==> src/rtl/pos_sweep_ctrl.sv <==
`default_nettype none
// +--------------------------------------------------------------------------+
// | Module      : pos_sweep_ctrl                                             |
// | Description : Exhaustive sweep sequencer for a 4-input combinational     |
// |               function. Drives all 16 input vectors, waits SETTLE_CYC    |
// |               cycles per vector, captures the function output into a     |
// |               truth table and counts maxterms (f = 0).                   |
// |               Optional macro TT_COMPARE_EN adds a check against an       |
// |               expected truth table (sticky mismatch + first fail index). |
// | Revision    : 1.0 - initial release                                      |
// +--------------------------------------------------------------------------+
module pos_sweep_ctrl #(
  parameter int SETTLE_CYC = 2
) (
  input  logic        clk,
  input  logic        rst_n,
  input  logic        start,
  input  logic        abort,
  input  logic        f_in,
`ifdef TT_COMPARE_EN
  input  logic [15:0] expected_tt,
  output logic        mismatch,
  output logic [3:0]  fail_idx,
`endif
  output logic [3:0]  vec_out,
  output logic        busy,
  output logic        done,
  output logic [15:0] tt_out,
  output logic [4:0]  maxterm_cnt
);

  typedef enum logic [1:0] {
    S_IDLE    = 2'd0,
    S_DRIVE   = 2'd1,
    S_CAPTURE = 2'd2,
    S_FINISH  = 2'd3
  } state_t;

  // Settle counter value on the last DRIVE cycle of a vector
  localparam logic [3:0] c_SETTLE_LAST = 4'(SETTLE_CYC - 1);

  state_t      r_state;
  state_t      w_state_nxt;
  logic        w_launch;
  logic        w_capture;
  logic [3:0]  r_idx;
  logic [3:0]  r_cnt;
  logic [15:0] r_tt;
  logic [4:0]  r_maxcnt;

  // State register
  always_ff @(posedge clk or negedge rst_n) begin
    if (!rst_n) begin
      r_state <= S_IDLE;
    end else begin
      r_state <= w_state_nxt;
    end
  end

  // Next-state decode, datapath strobes and state-derived outputs
  always_comb begin
    w_state_nxt = r_state;
    w_launch    = 1'b0;
    w_capture   = 1'b0;
    busy        = 1'b0;
    done        = 1'b0;
    vec_out     = 4'd0;
    case (r_state)
      S_IDLE: begin
        // abort has priority over a simultaneous start
        if (start && !abort) begin
          w_state_nxt = S_DRIVE;
          w_launch    = 1'b1;
        end
      end
      S_DRIVE: begin
        busy    = 1'b1;
        vec_out = r_idx;
        if (abort) begin
          w_state_nxt = S_IDLE;
        end else if (r_cnt == c_SETTLE_LAST) begin
          w_state_nxt = S_CAPTURE;
        end
      end
      S_CAPTURE: begin
        busy    = 1'b1;
        vec_out = r_idx;
        if (abort) begin
          // sample of this vector is dropped
          w_state_nxt = S_IDLE;
        end else begin
          w_capture   = 1'b1;
          w_state_nxt = (r_idx == 4'd15) ? S_FINISH : S_DRIVE;
        end
      end
      S_FINISH: begin
        // an abort landing on the completion cycle cancels the pulse
        done        = !abort;
        w_state_nxt = S_IDLE;
      end
      default: begin
        w_state_nxt = S_IDLE;
      end
    endcase
  end

  // Vector index, settle counter and captured results
  always_ff @(posedge clk or negedge rst_n) begin
    if (!rst_n) begin
      r_idx    <= 4'd0;
      r_cnt    <= 4'd0;
      r_tt     <= 16'd0;
      r_maxcnt <= 5'd0;
    end else if (w_launch) begin
      r_idx    <= 4'd0;
      r_cnt    <= 4'd0;
      r_tt     <= 16'd0;
      r_maxcnt <= 5'd0;
    end else if (w_capture) begin
      r_tt[r_idx] <= f_in;
      r_maxcnt    <= r_maxcnt + {4'd0, ~f_in};
      r_cnt       <= 4'd0;
      // index stops at 15; the sweep ends in FINISH instead of wrapping
      if (r_idx != 4'd15) begin
        r_idx <= r_idx + 4'd1;
      end
    end else if ((r_state == S_DRIVE) && !abort) begin
      r_cnt <= r_cnt + 4'd1;
    end
  end

  assign tt_out      = r_tt;
  assign maxterm_cnt = r_maxcnt;

`ifdef TT_COMPARE_EN
  logic [15:0] r_exp;
  logic        r_mismatch;
  logic [3:0]  r_fail_idx;

  // Latch the reference at launch and record the first differing index
  always_ff @(posedge clk or negedge rst_n) begin
    if (!rst_n) begin
      r_exp      <= 16'd0;
      r_mismatch <= 1'b0;
      r_fail_idx <= 4'd0;
    end else if (w_launch) begin
      r_exp      <= expected_tt;
      r_mismatch <= 1'b0;
      r_fail_idx <= 4'd0;
    end else if (w_capture && !r_mismatch && (f_in != r_exp[r_idx])) begin
      r_mismatch <= 1'b1;
      r_fail_idx <= r_idx;
    end
  end

  assign mismatch = r_mismatch;
  assign fail_idx = r_fail_idx;
`endif

endmodule
`default_nettype wire
==> config.mk <==
export PLATFORM = sky130hd
export DESIGN_NAME = pos_sweep_ctrl
export DESIGN_NICKNAME = d
export VERILOG_FILES = /design/src/rtl/pos_sweep_ctrl.sv
export SDC_FILE = /design/constraint.sdc
export NUM_CORES = 1
export LEC_CHECK = 0
export BUFFER_PORTS_ARGS = -buffer_cell sky130_fd_sc_hd__clkbuf_2
export CORE_ASPECT_RATIO = 0.7
export CORE_UTILIZATION = 30
export CTS_BUF_LIST = sky130_fd_sc_hd__clkbuf_16
export DETAILED_ROUTE_END_ITERATION = 6
export PLACE_DENSITY = 0.55
export SKIP_LAST_GASP = 1
export SLEW_MARGIN = 0
export SYNTH_ARGS = -nofsm -noshare
export SYNTH_HDL_FRONTEND = slang
export SYNTH_SLANG_ARGS = --single-unit
==> constraint.sdc <==
create_clock -name clk -period 4.6 [get_ports clk]
set_clock_uncertainty 0.15 [all_clocks]
set_input_delay 0.23 -clock clk [delete_from_list [all_inputs] [get_ports clk]]
set_output_delay 0.23 -clock clk [all_outputs]
set_load 0.005 [all_outputs]
# Yosys cells after proc, flatten, opt, wreduce, memory -nomap -nowiden
# Index checks and enable logic that the tools add are counted.
[totals]
latchBits = 0
word_cells = 56
memories = 0
input_bits = 5
romBits = 0
mem_bits_rw = 0
register_bits = 31
output_inout_bits = 27
[classes]
order_cmp = 2
n_eq_ne = 8
div = 0
bitwise_logic = 1
shift = 0
n_reduce_logical = 11
mul = 0
muxes = 26
addsub = 3
[op_table]
columns = ["cell", "n"]
rows = [
  ["$mux 16", 2],
  ["$mux 4", 7],
  ["$bwmux 16", 1],
  ["$mux 2", 5],
  ["$mux 5", 2],
  ["$add 4x1->4 const B", 2],
  ["$pmux 2 s4", 1],
  ["$mux 1", 7],
  ["$add 5x1->5", 1],
  ["$lt 4x5->1 const B", 1],
  ["$demux 1 s4", 1],
  ["$eq 2x2->1 const B", 2],
  ["$eq 4x1->1 const B", 1],
  ["$eq 4x4->1 const B", 1],
  ["$ge 4x1->1 const B", 1],
  ["$ne 4x4->1 const B", 1],
  ["$reduce_and 2->1", 2],
  ["$reduce_bool 2->1", 2],
  ["$logic_and 1x1->1", 3],
  ["$ne 3x3->1 const B", 1],
  ["$reduce_bool 3->1", 1],
  ["$eq 2x1->1 const B", 1],
  ["$logic_not 2->1", 1],
  ["$ne 2x2->1 const B", 1],
  ["other kinds (3)", 3],
]

# Logic depth before layout (Yosys ltp)
[depth]
ltp_word = 7
ltp_mapped = 7
mapped_depth_nobuf = 6

# Worst setup path before layout
# OpenSTA, ideal clock, no wires.
[synth_path]
path_kind = "register to register"
start = "register r_state[0]"
end = "register r_idx[2]"
slack_ps = 2984
stages_incl_launch_ff = 8
arrival_time_ps = 1367
n_path_buf = 2
t_required_ps = 4351
period_less_slack_ps = 1616
setup_time_ps = 99
cell_sequence = "dfrtp_1 inv_1 ha_1 nor2b_1 buf_2 buf_6 a21oi_1 a311oi_1"
[synth_between]
elab_chain_len = 4
word_cells_on_any_way = 8
classes_between = "eq/ne (1); mux (3); reduce/logical (4)"
[synth_lines]
columns = ["item", "line", "rtl"]
rows = [
  ["start, declared", "42", "state_t r_state;"],
  ["start signal, assigned", "56", "r_state <= w_state_nxt;"],
  ["$eq 2x2->1 or $logic_not 2->1 (tied branches)", "68", "case (r_state)"],
  ["$mux 1", "68", ""],
  ["$reduce_bool 2->1 (no line)", "--", ""],
  ["$reduce_and 2->1 (no line)", "--", ""],
  ["end signal, assigned", "125", "r_idx <= r_idx + 4'd1;"],
  ["end, declared", "46", "logic [3:0] r_idx;"],
]
# Several ways; a longest one is shown, not always the timed one.
# A chain may end at the register's enable or synchronous reset.

# Worst setup path in the final report
[layout_path]
start = "register r_state[1]"
end = "register r_tt[11], in the netlist tt_out[11]"
[layout_between]
elab_chain_len = 3
word_cells_on_any_way = 6
classes_between = "eq/ne (1); mux (3); reduce/logical (2)"
[layout_lines]
columns = ["item", "line", "rtl"]
rows = [
  ["$eq 2x2->1 or $logic_not 2->1 (tied branches)", "68", ""],
  ["$mux 1", "68", ""],
  ["$reduce_bool 2->1 (no line) or $mux 16 (tied branches)", "--", ""],
  ["end signal, assigned by index", "120", "r_tt[r_idx] <= f_in;"],
  ["end, declared", "48", "logic [15:0] r_tt;"],
]
# Several ways; a longest one is shown, not always the timed one.

==> impl_metrics.py <==
metrics = {
    "setup_path": {
        "crit_slowest_cell": "dfrtp_1",
        "r2r-end": "tt_out[11]$_DFFE_PN0P_",
        "worstSetupStartpoint": "r_state[1]$_DFFE_PN0P_",
        "crit_family": "simple AND/OR/NAND/NOR gates",
        "cp_data_required_time_ps": 4590,
        "cpPeakStageDelay_ps": 420,
        "cp_cell_sequence": "inv_1 -> ha_1 -> nand3b_2 -> nand2_2 -> mux2i_1",
        "cp_num_cells": 5,
        "path_class": "reg2reg",
        "r2r_setup_slack_ps": 2500,
        "reg2reg_depth": 5,
        "critPathBufInv": 1,
        "worstPathMaxFanout": 19,
        "regToRegStartpoint": "r_state[1]$_DFFE_PN0P_",
        "arrival_ps": 2080,
        "cp-start-kind": "flop",
        "cp-end-kind": "flop",
    },
    "timing": {
        "max_freq_mhz": 476.7,
        "setup_ws_ps": 2502,
        "tightestPinTransition_ps": 781.3,
        "fin_crit_sh_pct": 45.60,
        "slew_headroom_pct": 47.92,
        "fin_crit_ps": 2098,
        "drv_slew": 0,
        "setup_violations": 0,
        "rsz0062_at_grt": "false",
        "setup-tns-final_ps": 0,
        "hold_violations": 0,
    },
    "yosys": {
        "synth-simple-area-share_pct": 24.14,
        "synth_edf_count": 0,
        "synth_top_flop_cell": "dfrtp_1",
        "synthMuxAreaShare_pct": 10.34,
        "ys_warn_count": 0,
        "post-synth-top-area-cell": "dfrtp_1",
        "synth_top_family_by_area": "simple AND/OR/NAND/NOR gates",
        "ys_top_cells_by_area": "dfrtp_1 45%, mux2i_1 10%, ha_1 8.6%",
        "synthArstFlopShare_pct": 100.0,
        "synth_most_common_cell": "dfrtp_1",
        "synth_compound_gate_area_share_pct": 5.891,
        "synth.distinct_cells": 35,
        "synth_top_area_share_pct": 44.54,
        "synthesis.nets": 195,
        "synth_area_per_cell_um2": 9.785,
        "synth_seq_area_share_pct": 44.54,
        "mappedNetlistArea_um2": 1742,
        "synth_common_cells": "31 x dfrtp_1, 21 x nand2_1, 19 x nand3_1, 18 x mux2i_1, 12 x ha_1",
        "synth_fa_ha_area_share_pct": 8.621,
        "ys_ff_latch": 31,
        "yosys.area_share.xor_xnor_pct": 1.509,
        "syn-instance-count": 178,
    },
    "floorplanning": {
        "start_util_pct": 32.12,
        "row_count": 22,
        "core_region_area_um2": 5423,
        "ios": 32,
        "die_x_um": 93.07,
        "die_height_um": 65.75,
        "dieArea_um2": 6119,
    },
    "power": {
        "power_leakage_nw": 1.103,
        "ir_worst_vdd_v": 0.0001481,
        "switchingPower_mw": 0.2591,
        "p_int_mw": 0.6238,
        "swShare_pct": 29.35,
        "p_clk_share_pct": 41.6,
        "p_seq_share_pct": 36.7,
        "p_per_area_nw_per_um2": 418.8,
        "p_comb_share_pct": 21.7,
    },
    "cts": {
        "cts_resized": 0,
        "cts_setup_buffers": 0,
        "h-tree-depth": 2,
        "ctsRootBufferMaster": "clkbuf_16",
        "path_clk_slew_ps": 50,
        "hold_buffers": 1,
        "cts_sinks": 31,
        "clock_latency_ps": 270,
        "clockBufferDepth": 2,
        "cts_tree": "yes",
        "cts_buffers": 5,
    },
    "finish": {
        "antennaDiodeCount": 0,
        "nets": 225,
        "syn2layout_area_growth_pct": 21.05,
        "drive_above_1_share_pct": 21.53,
        "fin_area_um2": 2108,
    },
    "place": {
        "place_area_um2": 1934,
        "routabilityCongestion": 0.7374,
        "pre_cts_ws_ps": 2526,
        "port_buffers": 31,
        "dp_hpwl_mm": 2.676,
    },
    "hold_path": {
        "min_path_type": "in2reg",
        "min_from": "start",
        "holdPathEnd": "r_state[1]$_DFFE_PN0P_",
        "holdPathStages": 4,
    },
    "routing": {
        "via_per_inst": 4.829,
        "drc": 0,
        "routed_wl_mm": 3.894,
        "ant_nets": 0,
        "wire_per_inst_um": 13.86,
        "dr.pass1.iters": 4,
        "drt_iter0_drc": 88,
        "routed-via-count": 1357,
    },
    "grt": {
        "antenna_found_initial": 0,
        "grt_first_pass_wirelength_mm": 6.513,
        "grt_usage_pct": 14.10,
        "grt_max_degree": 32,
        "grt_pass1_vias": 1286,
        "grt.overflow.total": 0,
    },
    "flow_run": {
        "cap_violations": 0,
    },
    "outcome": {
        "status": "complete, no violations",
    },
}
## per-layer routing
layer / global-route usage (%) / part of all wire [%] / up-vias
met5: 0 / 0 / -
met4: 4.038 / 1.1 / 0
met3: 4.861 / 4.1 / 4
met2: 19.12 / 38 / 28
met1: 20.78 / 56 / 647
li1: - / - / 678
## flip-flops by register name, indices dropped and copies added, names as in the netlist
| register | flops |
|---|---|
| r_state | 2 |
| maxterm_cnt | 5 |
| r_idx | 4 |
| tt_out | 16 |
| r_cnt | 4 |
## tightest hold or removal path: cells and delay by family
| family | cells | cell delay, ps |
|---|---|---|
| simple gates | 3 | 240 |
| buf+inv | 1 | 120 |
## worst max-delay path by stage
| stage | to |
|---|---|
| 4_1_cts | tt_out[12]$_DFFE_PN0P_ |
| 6_report | tt_out[11]$_DFFE_PN0P_ |
| 3_5_place_dp | tt_out[11]$_DFFE_PN0P_ |
| 2_1_floorplan | r_idx[2]$_DFFE_PN0P_ |
| 5_1_grt | tt_out[12]$_DFFE_PN0P_ |
| 3_3_place_gp | tt_out[2]$_DFFE_PN0P_ |
## cells by family after synthesis
group / count (synthesis)
compound gates: 17
xor+xnor: 3
fa+ha+maj: 12
buf+inv: 17
flops: 31
mux: 18
simple gates: 80
## layout by cell type, fill, tap and decap left out, drive strengths merged, types with 5 or more instances in the layout
master and n:
clkbuf 36, dfrtp 31, nand2 22, nand3 19
mux2i 18, ha 12, nor2 9, a21oi 8
inv 7, nand4 6, nor2b 5
## cell type report
cell class                 instances  area, µm²
tap                               72      90.09
sequential                        31      775.7
timing repair buffer              33      172.7
clock inverter                     3      38.79
clock buffer                       5      125.1
inverter                           7      26.28
fill                             554       3314
multi-input combinational        130      879.6
## through the flow
step           instances  total power, mW  util, %  hold slack [ps]
6_report             281           0.8829    38.88            208.1
4_1_cts              281           0.8895    38.88            208.4
5_1_grt              281           0.9356    38.88            259.6
3_5_place_dp         272           0.5168    35.67            209.9
2_1_floorplan        178           0.4640        -           -215.6
3_3_place_gp         272           0.5170    35.67            202.0
## power groups by stage
| stage | registers (mW) | clock network [mW] | logic (mW) |
|---|---|---|---|
| global placement | 0.328 | 0 | 0.189 |
| CTS | 0.324 | 0.374 | 0.191 |
| detailed placement | 0.329 | 0 | 0.188 |
| floorplan | 0.323 | 0 | 0.141 |
| global route | 0.329 | 0.390 | 0.218 |
| finish | 0.324 | 0.367 | 0.191 |
No activity file was read; power rests on OpenSTA's default activity.
